## src/rtl/vga_pixel_capture.sv

```systemverilog
// Capture side of the VGA path: takes a vsync-framed RGB565 stream, quantises
// each pixel to RGB332 and pushes it into the SDRAM write FIFO, one byte per pixel.
module vga_pixel_capture #(
    parameter int H_DISP = 640,
    parameter int V_DISP = 480
) (
    input  logic        clk,
    input  logic        rst_n,
    input  logic        capture_en,
    input  logic        vs_in,
    input  logic        de_in,
    input  logic [15:0] pix_in,
    input  logic        wfifo_full,
    output logic        wfifo_wr_en,
    output logic [7:0]  wfifo_din,
    output logic        frame_start,
    output logic        frame_done,
    output logic        overflow,
    output logic        short_frame,
    output logic [11:0] pix_x,
    output logic [11:0] pix_y,
    output logic [1:0]  state_dbg
);

    typedef enum logic [1:0] {
        IDLE    = 2'd0,
        WAIT_VS = 2'd1,
        CAPTURE = 2'd2,
        DROP    = 2'd3
    } state_t;

    localparam logic [11:0] X_LAST = 12'(H_DISP - 1);
    localparam logic [11:0] Y_LAST = 12'(V_DISP - 1);

    state_t state;
    logic   vs_d;
    logic   done_pend;
    logic   vs_rise;

    // FIFO handshake: wfifo_wr_en is a one-cycle valid strobe carrying
    // wfifo_din; wfifo_full is the inverse of ready and is sampled on the same
    // cycle the pixel is offered, so a full FIFO means the pixel is lost.
    assign vs_rise   = vs_in & ~vs_d;
    assign state_dbg = state;

    always_ff @(posedge clk) begin
        if (!rst_n) begin
            state       <= IDLE;
            vs_d        <= 1'b0;
            done_pend   <= 1'b0;
            wfifo_wr_en <= 1'b0;
            wfifo_din   <= 8'd0;
            frame_start <= 1'b0;
            frame_done  <= 1'b0;
            overflow    <= 1'b0;
            short_frame <= 1'b0;
            pix_x       <= 12'd0;
            pix_y       <= 12'd0;
        end else begin
            vs_d        <= vs_in;
            wfifo_wr_en <= 1'b0;
            frame_start <= 1'b0;
            // frame_done trails the last write strobe by one cycle
            frame_done  <= done_pend;
            done_pend   <= 1'b0;

            case (state)
                IDLE: begin
                    if (capture_en) state <= WAIT_VS;
                end

                WAIT_VS: begin
                    if (vs_rise) begin
                        state       <= CAPTURE;
                        pix_x       <= 12'd0;
                        pix_y       <= 12'd0;
                        frame_start <= 1'b1;
                        overflow    <= 1'b0;
                        short_frame <= 1'b0;
                    end else if (!capture_en) begin
                        state <= IDLE;
                    end
                end

                CAPTURE: begin
                    if (vs_rise) begin
                        // early vsync: frame is truncated, restart without clearing flags
                        short_frame <= 1'b1;
                        pix_x       <= 12'd0;
                        pix_y       <= 12'd0;
                        if (capture_en) frame_start <= 1'b1;
                        else            state       <= IDLE;
                    end else if (de_in && wfifo_full) begin
                        overflow <= 1'b1;
                        state    <= DROP;
                    end else if (de_in) begin
                        wfifo_wr_en <= 1'b1;
                        wfifo_din   <= {pix_in[15:13], pix_in[10:8], pix_in[4:3]};
                        if (pix_x == X_LAST) begin
                            pix_x <= 12'd0;
                            if (pix_y == Y_LAST) begin
                                pix_y     <= 12'd0;
                                done_pend <= 1'b1;
                                state     <= capture_en ? WAIT_VS : IDLE;
                            end else begin
                                pix_y <= pix_y + 12'd1;
                            end
                        end else begin
                            pix_x <= pix_x + 12'd1;
                        end
                    end
                end

                DROP: begin
                    if (vs_rise) begin
                        pix_x <= 12'd0;
                        pix_y <= 12'd0;
                        if (capture_en) begin
                            state       <= CAPTURE;
                            frame_start <= 1'b1;
                        end else begin
                            state <= IDLE;
                        end
                    end
                end

                default: state <= IDLE;
            endcase
        end
    end

endmodule

```

## config.mk

```make
export PLATFORM = sky130hd
export DESIGN_NAME = vga_pixel_capture
export DESIGN_NICKNAME = d
export VERILOG_FILES = /design/src/rtl/vga_pixel_capture.sv
export SDC_FILE = /design/constraint.sdc
export NUM_CORES = 1
export LEC_CHECK = 0
export CAP_MARGIN = 0
export CORE_MARGIN = 5
export CORE_UTILIZATION = 35
export DETAILED_ROUTE_END_ITERATION = 10
export PLACE_DENSITY = 0.72
export SLEW_MARGIN = 10
export SYNTH_ARGS = -nofsm -noshare
export SYNTH_HDL_FRONTEND = slang
export SYNTH_SLANG_ARGS = --single-unit
```

## constraint.sdc

```tcl
create_clock -name clk -period 2.65 [get_ports clk]
set_input_delay 0.53 -clock clk [delete_from_list [all_inputs] [get_ports clk]]
set_output_delay 0.53 -clock clk [all_outputs]
set_load 0.01 [all_outputs]
```

# [Yosys cells after proc, flatten, opt, wreduce, memory -nomap -nowiden]
# Cells that the tools add are included.
[classes] add_sub_neg=2 eq_ne=18 muxes=36 n_bitwise=8 reduce_logical=14
[ops] operator="2-to-1 mux 12 bit" count=10
[ops] operator="one-hot mux 12 bit (2 select lines)" count=2
[ops] operator="adder 12 x 1 -> 12 bit, second input constant" count=2
[ops] operator="2-to-1 mux 2 bit" count=10
[ops] operator="equality test 12 x 10 -> 1 bit, second input constant" count=1
[ops] operator="equality test 12 x 9 -> 1 bit, second input constant" count=1
[ops] operator="inequality test 2 bit, second input constant" count=6
[ops] operator="inequality test 4 bit, second input constant" count=3
[ops] operator="AND reduction 4 bit" count=3
[ops] operator="2-to-1 mux 1 bit" count=10
[ops] operator="AND reduction 5 bit" count=2
[ops] operator="inequality test 3 bit, second input constant" count=3
[ops] operator="one-hot mux 2 bit (4 select lines)" count=1
[ops] operator="inverter 1 bit" count=7
[ops] operator="one-hot mux 1 bit (2 select lines)" count=3
[ops] operator="OR reduction 6 bit" count=1
[ops] operator="equality test 2 bit, second input constant" count=2
[ops] operator="nonzero test 2 bit" count=2
[ops] operator="OR reduction 2 bit" count=2
[ops] operator="OR reduction 4 bit" count=1
[ops] operator="AND reduction 3 bit" count=1
[ops] operator="equality test 2 x 1 -> 1 bit, second input constant" count=1
[ops] operator="zero test 2 bit" count=1
[ops] operator="inequality test 2 x 1 -> 1 bit, second input constant" count=1
[ops] operator="2 further kinds" count=2
[word_totals] ff_bits=41 in_bits=22 output_inout_bits=39 wordCells=89

# [Longest topological paths before layout]
[logic_depth] ltp_word=7 mapped_depth=8 ltp_nobuf=6

# [Least setup slack after synthesis]
# OpenSTA, ideal clock, no wires.
[synth_timing] path_kind="register to register" startpoint="reg pix_x[0]" endpoint="reg pix_x[10]" setup_time_ns=0.072 t_arrival_ns=1.810 required_ns=2.578 setup_slack_ns=0.768 stages_incl_launch_ff=8 path_buffers=1 synth_period_minus_slack_ns=1.882 cell_sequence="dfxtp_1 ha_1 and4bb_1 and3_1 buf_4 nor2_1 or4b_1 a21oi_1"
[synth_via] elab_chain_cells=6 word_cells_on_any_way=7 classes_between="add/sub (1); eq/ne (1); mux (5)"
[synth_lines] element="start: declaration" line="20" rtl="output logic [11:0] pix_x,"
[synth_lines] element="start signal: assignment" line="109" rtl="pix_x <= pix_x + 12'd1;"
[synth_lines] element="adder 12 x 1 -> 12 bit / equality test 12 x 10 -> 1 bit (equally long branches)" line="109, 99"
[synth_lines] element="2-to-1 mux 12 bit (*)" line="99" rtl="if (pix_x == X_LAST) begin"
[synth_lines] element="2-to-1 mux 12 bit (*)" line="96" rtl="end else if (de_in) begin"
[synth_lines] element="2-to-1 mux 12 bit (*)" line="93" rtl="end else if (de_in && wfifo_full) begin"
[synth_lines] element="2-to-1 mux 12 bit (*)" line="86" rtl="if (vs_rise) begin"
[synth_lines] element="one-hot mux 12 bit (2 select lines) (*)" line="67" rtl="case (state)"
# Mark *: on every way between the ends. The rest lies on a longest branch, timed or not. The select of a mux whose other input is x is not followed.
# A chain may end at the register's enable or synchronous reset.

# [Final worst setup path]
[layout_timing] startpoint="in wfifo_full" endpoint="reg pix_x[10]"
[layout_via] elab_chain_cells=3
[layout_lines] element="start: declaration" line="13" rtl="input logic wfifo_full,"
[layout_lines] element="logical AND 1 bit" line="93"
[layout_lines] element="inequality test 3 bit (no line)"
[layout_lines] element="AND reduction 4 bit (no line)"
# No other way between the ends.

==> flow_metrics.tcl <==
set metrics [dict create \
    holdCritStartpoint "done_pend$_SDFF_PP0_" \
    maxSlewViolCount 0 \
    status "finished clean" \
    slew_headroom_pct 65.8 \
    leakagePower_nw 0.889 \
    max_freq_ghz 0.468 \
    antenna_found_initial 0 \
    cts_tree "done" \
    hold_buffers 0 \
    multi_input_area_um2 1090 \
    max_stage_delay_ns 0.52 \
    start_util_pct 36.2 \
    setup_tns_ns 0 \
    synth_ff_type "dfxtp_1" \
    antenna_cells 0 \
    postLayoutCoreUtil_pct 48.9 \
    crit_start "wfifo_full" \
    critPathArrivalTime_ns 2.37 \
    async_flop_share_pct 0 \
    gp_congestion 0.811 \
    dieHeight_um 85.4 \
    synth_edf_count 0 \
    clockRootBuffer "clkbuf_8" \
    grt_overflow 0 \
    drc 0 \
    boundaryPins 61 \
    yosysMostFrequentCell "dfxtp_1" \
    synth_area_leader_cell "dfxtp_1" \
    cts.path.max_buffers 2 \
    power_density_nw_per_um2 425 \
    holdCritPathClass "reg -> reg" \
    dieArea_um2 7300 \
    synth.area.top_cells "dfxtp_1 (41%), nor2_1 (4.7%), mux2i_1 (4.0%)" \
    worst_slack_ns 0.513 \
    crit_slowest_cell "or4b_1" \
    rsz0062_at_grt "no" \
    clkSinkCount 41 \
    clkPwrFrac_pct 34.5 \
    worstSetupPathType "in -> reg" \
    worst_setup_path_end_kind "register" \
    drtIter0Drc 122 \
    rr_startpoint "pix_x[0]$_SDFFE_PN0P_" \
    yosys_warnings 0 \
    grt_max_degree 21 \
    drt-total-wl_mm 4.85 \
    required_ns 2.88 \
    drive_gt1_share_pct 7.96 \
    cp_max_fo 6 \
    seq_power_share_pct 55.1 \
    hold_viol 0 \
    cts_resized 0 \
    drt-vias-per-instance 5.28 \
    die_width_um 85.4 \
    wl_per_cell_um 13.4 \
    syn2layout_area_growth_pct 35.3 \
    pre_cts_ws_ns 0.215 \
    postRouteAntennaNets 0 \
    nNetsFinal 312 \
    syn_area_um2 1990 \
    setup_viol 0 \
    synth_cell_types 51 \
    hold_depth 1 \
    grt_use_total_pct 13.6 \
    pwr-share-comb_pct 10.3 \
    seq_area_frac_synth_pct 41.2 \
    fillers 519 \
    synth_top_area_share_pct 41.2 \
    power.internal_mw 0.863 \
    worstPathCellList "clkdlybuf4s50_1, nor3b_2, o22a_1, nand3_4, or4b_1, a21oi_1" \
    cts_buffers 5 \
    rows 27 \
    crit_path_start_kind "primary input" \
    vias 1905 \
    r2r_slack_ns 0.53 \
    clk_pin_slew_ns 0.08 \
    synth_cells 232 \
    insertion_delay_ns 0.30 \
    core_um2 5510 \
    avgSynthCellArea_um2 8.58 \
    dp_hpwl_mm 3.55 \
    r2r_cells 6 \
    htreeDepth 2 \
    endpoint "pix_x[10]$_SDFFE_PN0P_" \
    worst_pin_slew_ns 0.513 \
    period_share_pct 80.6 \
    port-buffer-count 52 \
    period_minus_slack_ns 2.14 \
    grt_pass1_wl_mm 8.22 \
    synth-seq-cells 41 \
    power_switching_mw 0.283 \
    grt_pass1_vias 1793 \
    post_cts_buffers 0 \
    layout.area.seq_um2 821 \
    drv_cap 0 \
    synth_top_cells_by_count "dfxtp_1 (41), nor2_1 (25), nand2_1 (19)" \
    dr.pass1.iters 4 \
    fin_skew_ns 0.00609 \
    ir_drop_uv 215 \
    synth_nets 256 \
    swShare_pct 24.7 \
    crit-reg2reg-capture "pix_y[9]$_SDFFE_PN0P_" \
]
worst max-delay path: cells and delay by family:
kind / cells / cell delay (ns)
AOI/OAI and AO/OA: 2 / 0.45
buffers and inverters: 1 / 0.51
and+or+nand+nor: 3 / 0.88
kinds of logic after synthesis:
logic type | count (synthesis) | share of synthesized area, %
flops | 41 | 41.2
compound gates | 57 | 18.7
buf+inv | 16 | 3.83
fa+ha+maj | 2 | 1.26
xor+xnor | 7 | 3.08
simple gates | 101 | 27.8
mux | 8 | 4.02
worst min path at each step:
stage | end | slack (ns)
2_1_floorplan | frame_done$_SDFF_PN0_ | 0.41
3_3_place_gp | frame_done$_SDFF_PN0_ | 0.42
3_5_place_dp | frame_done$_SDFF_PN0_ | 0.42
4_1_cts | frame_done$_SDFF_PN0_ | 0.44
5_1_grt | frame_done$_SDFF_PN0_ | 0.45
6_report | frame_done$_SDFF_PN0_ | 0.43
state kept, by name (all words and copies together), names as in the netlist:
signal / flops
short_frame: 1
vs_d: 1
frame_done: 1
wfifo_din: 8
frame_start: 1
overflow: 1
pix_y: 12
pix_x: 12
wfifo_wr_en: 1
done_pend: 1
state_dbg: 2
layout make-up:
class	count	share of cell area, %
tap	72	3.34
timing repair buffer	62	22.1
clock buffer	6	2.69
inverter	3	0.418
sequential	41	30.5
clock inverter	2	0.372
multi-input combinational	175	40.6
layout by cell type, fill, tap and decap left out, types with 3 or more instances in the layout:
| cell | instances |
|---|---|
| nand2_1 | 19 |
| xnor2_1 | 3 |
| nand4_1 | 7 |
| or3_1 | 5 |
| clkdlybuf4s50_1 | 52 |
| o21ai_0 | 10 |
| o211ai_1 | 5 |
| a21oi_1 | 14 |
| and2_1 | 3 |
| nand3_1 | 8 |
| nor2_1 | 25 |
| nor3_1 | 6 |
| xor2_1 | 4 |
| and3_1 | 7 |
| buf_4 | 10 |
| clkbuf_8 | 5 |
| nand2b_1 | 4 |
| a31oi_1 | 3 |
| nor2b_1 | 3 |
| o21a_1 | 3 |
| inv_1 | 3 |
| mux2i_1 | 8 |
| o31ai_1 | 4 |
| dfxtp_1 | 41 |
routing by layer:
metal  global-route usage [%]  vias to the layer above  routed length (µm)
li1                         -                      964                   -
met1                     16.5                      885                2210
met3                     5.92                        6                 400
met5                        0                        -                   0
met2                     21.8                       50                2180
met4                     4.17                        0                  61
power groups by stage:
stage,clock (mW),combinational (mW),sequential (mW)
4_1_cts,0.414,0.119,0.632
3_5_place_dp,0,0.119,0.646
2_1_floorplan,0,0.0636,0.644
3_3_place_gp,0,0.118,0.646
5_1_grt,0.439,0.130,0.633
6_report,0.396,0.118,0.632
through the flow:
step,std cells,hold WS (ns),cell area (µm²),power (mW)
global placement,353,0.418,2610,0.764
detailed placement,353,0.417,2610,0.765
global route,361,0.445,2690,1.20
CTS,361,0.435,2690,1.17
floorplan,232,0.412,1990,0.707
finish,361,0.434,2690,1.15
(Power assumes the default switching activity.)
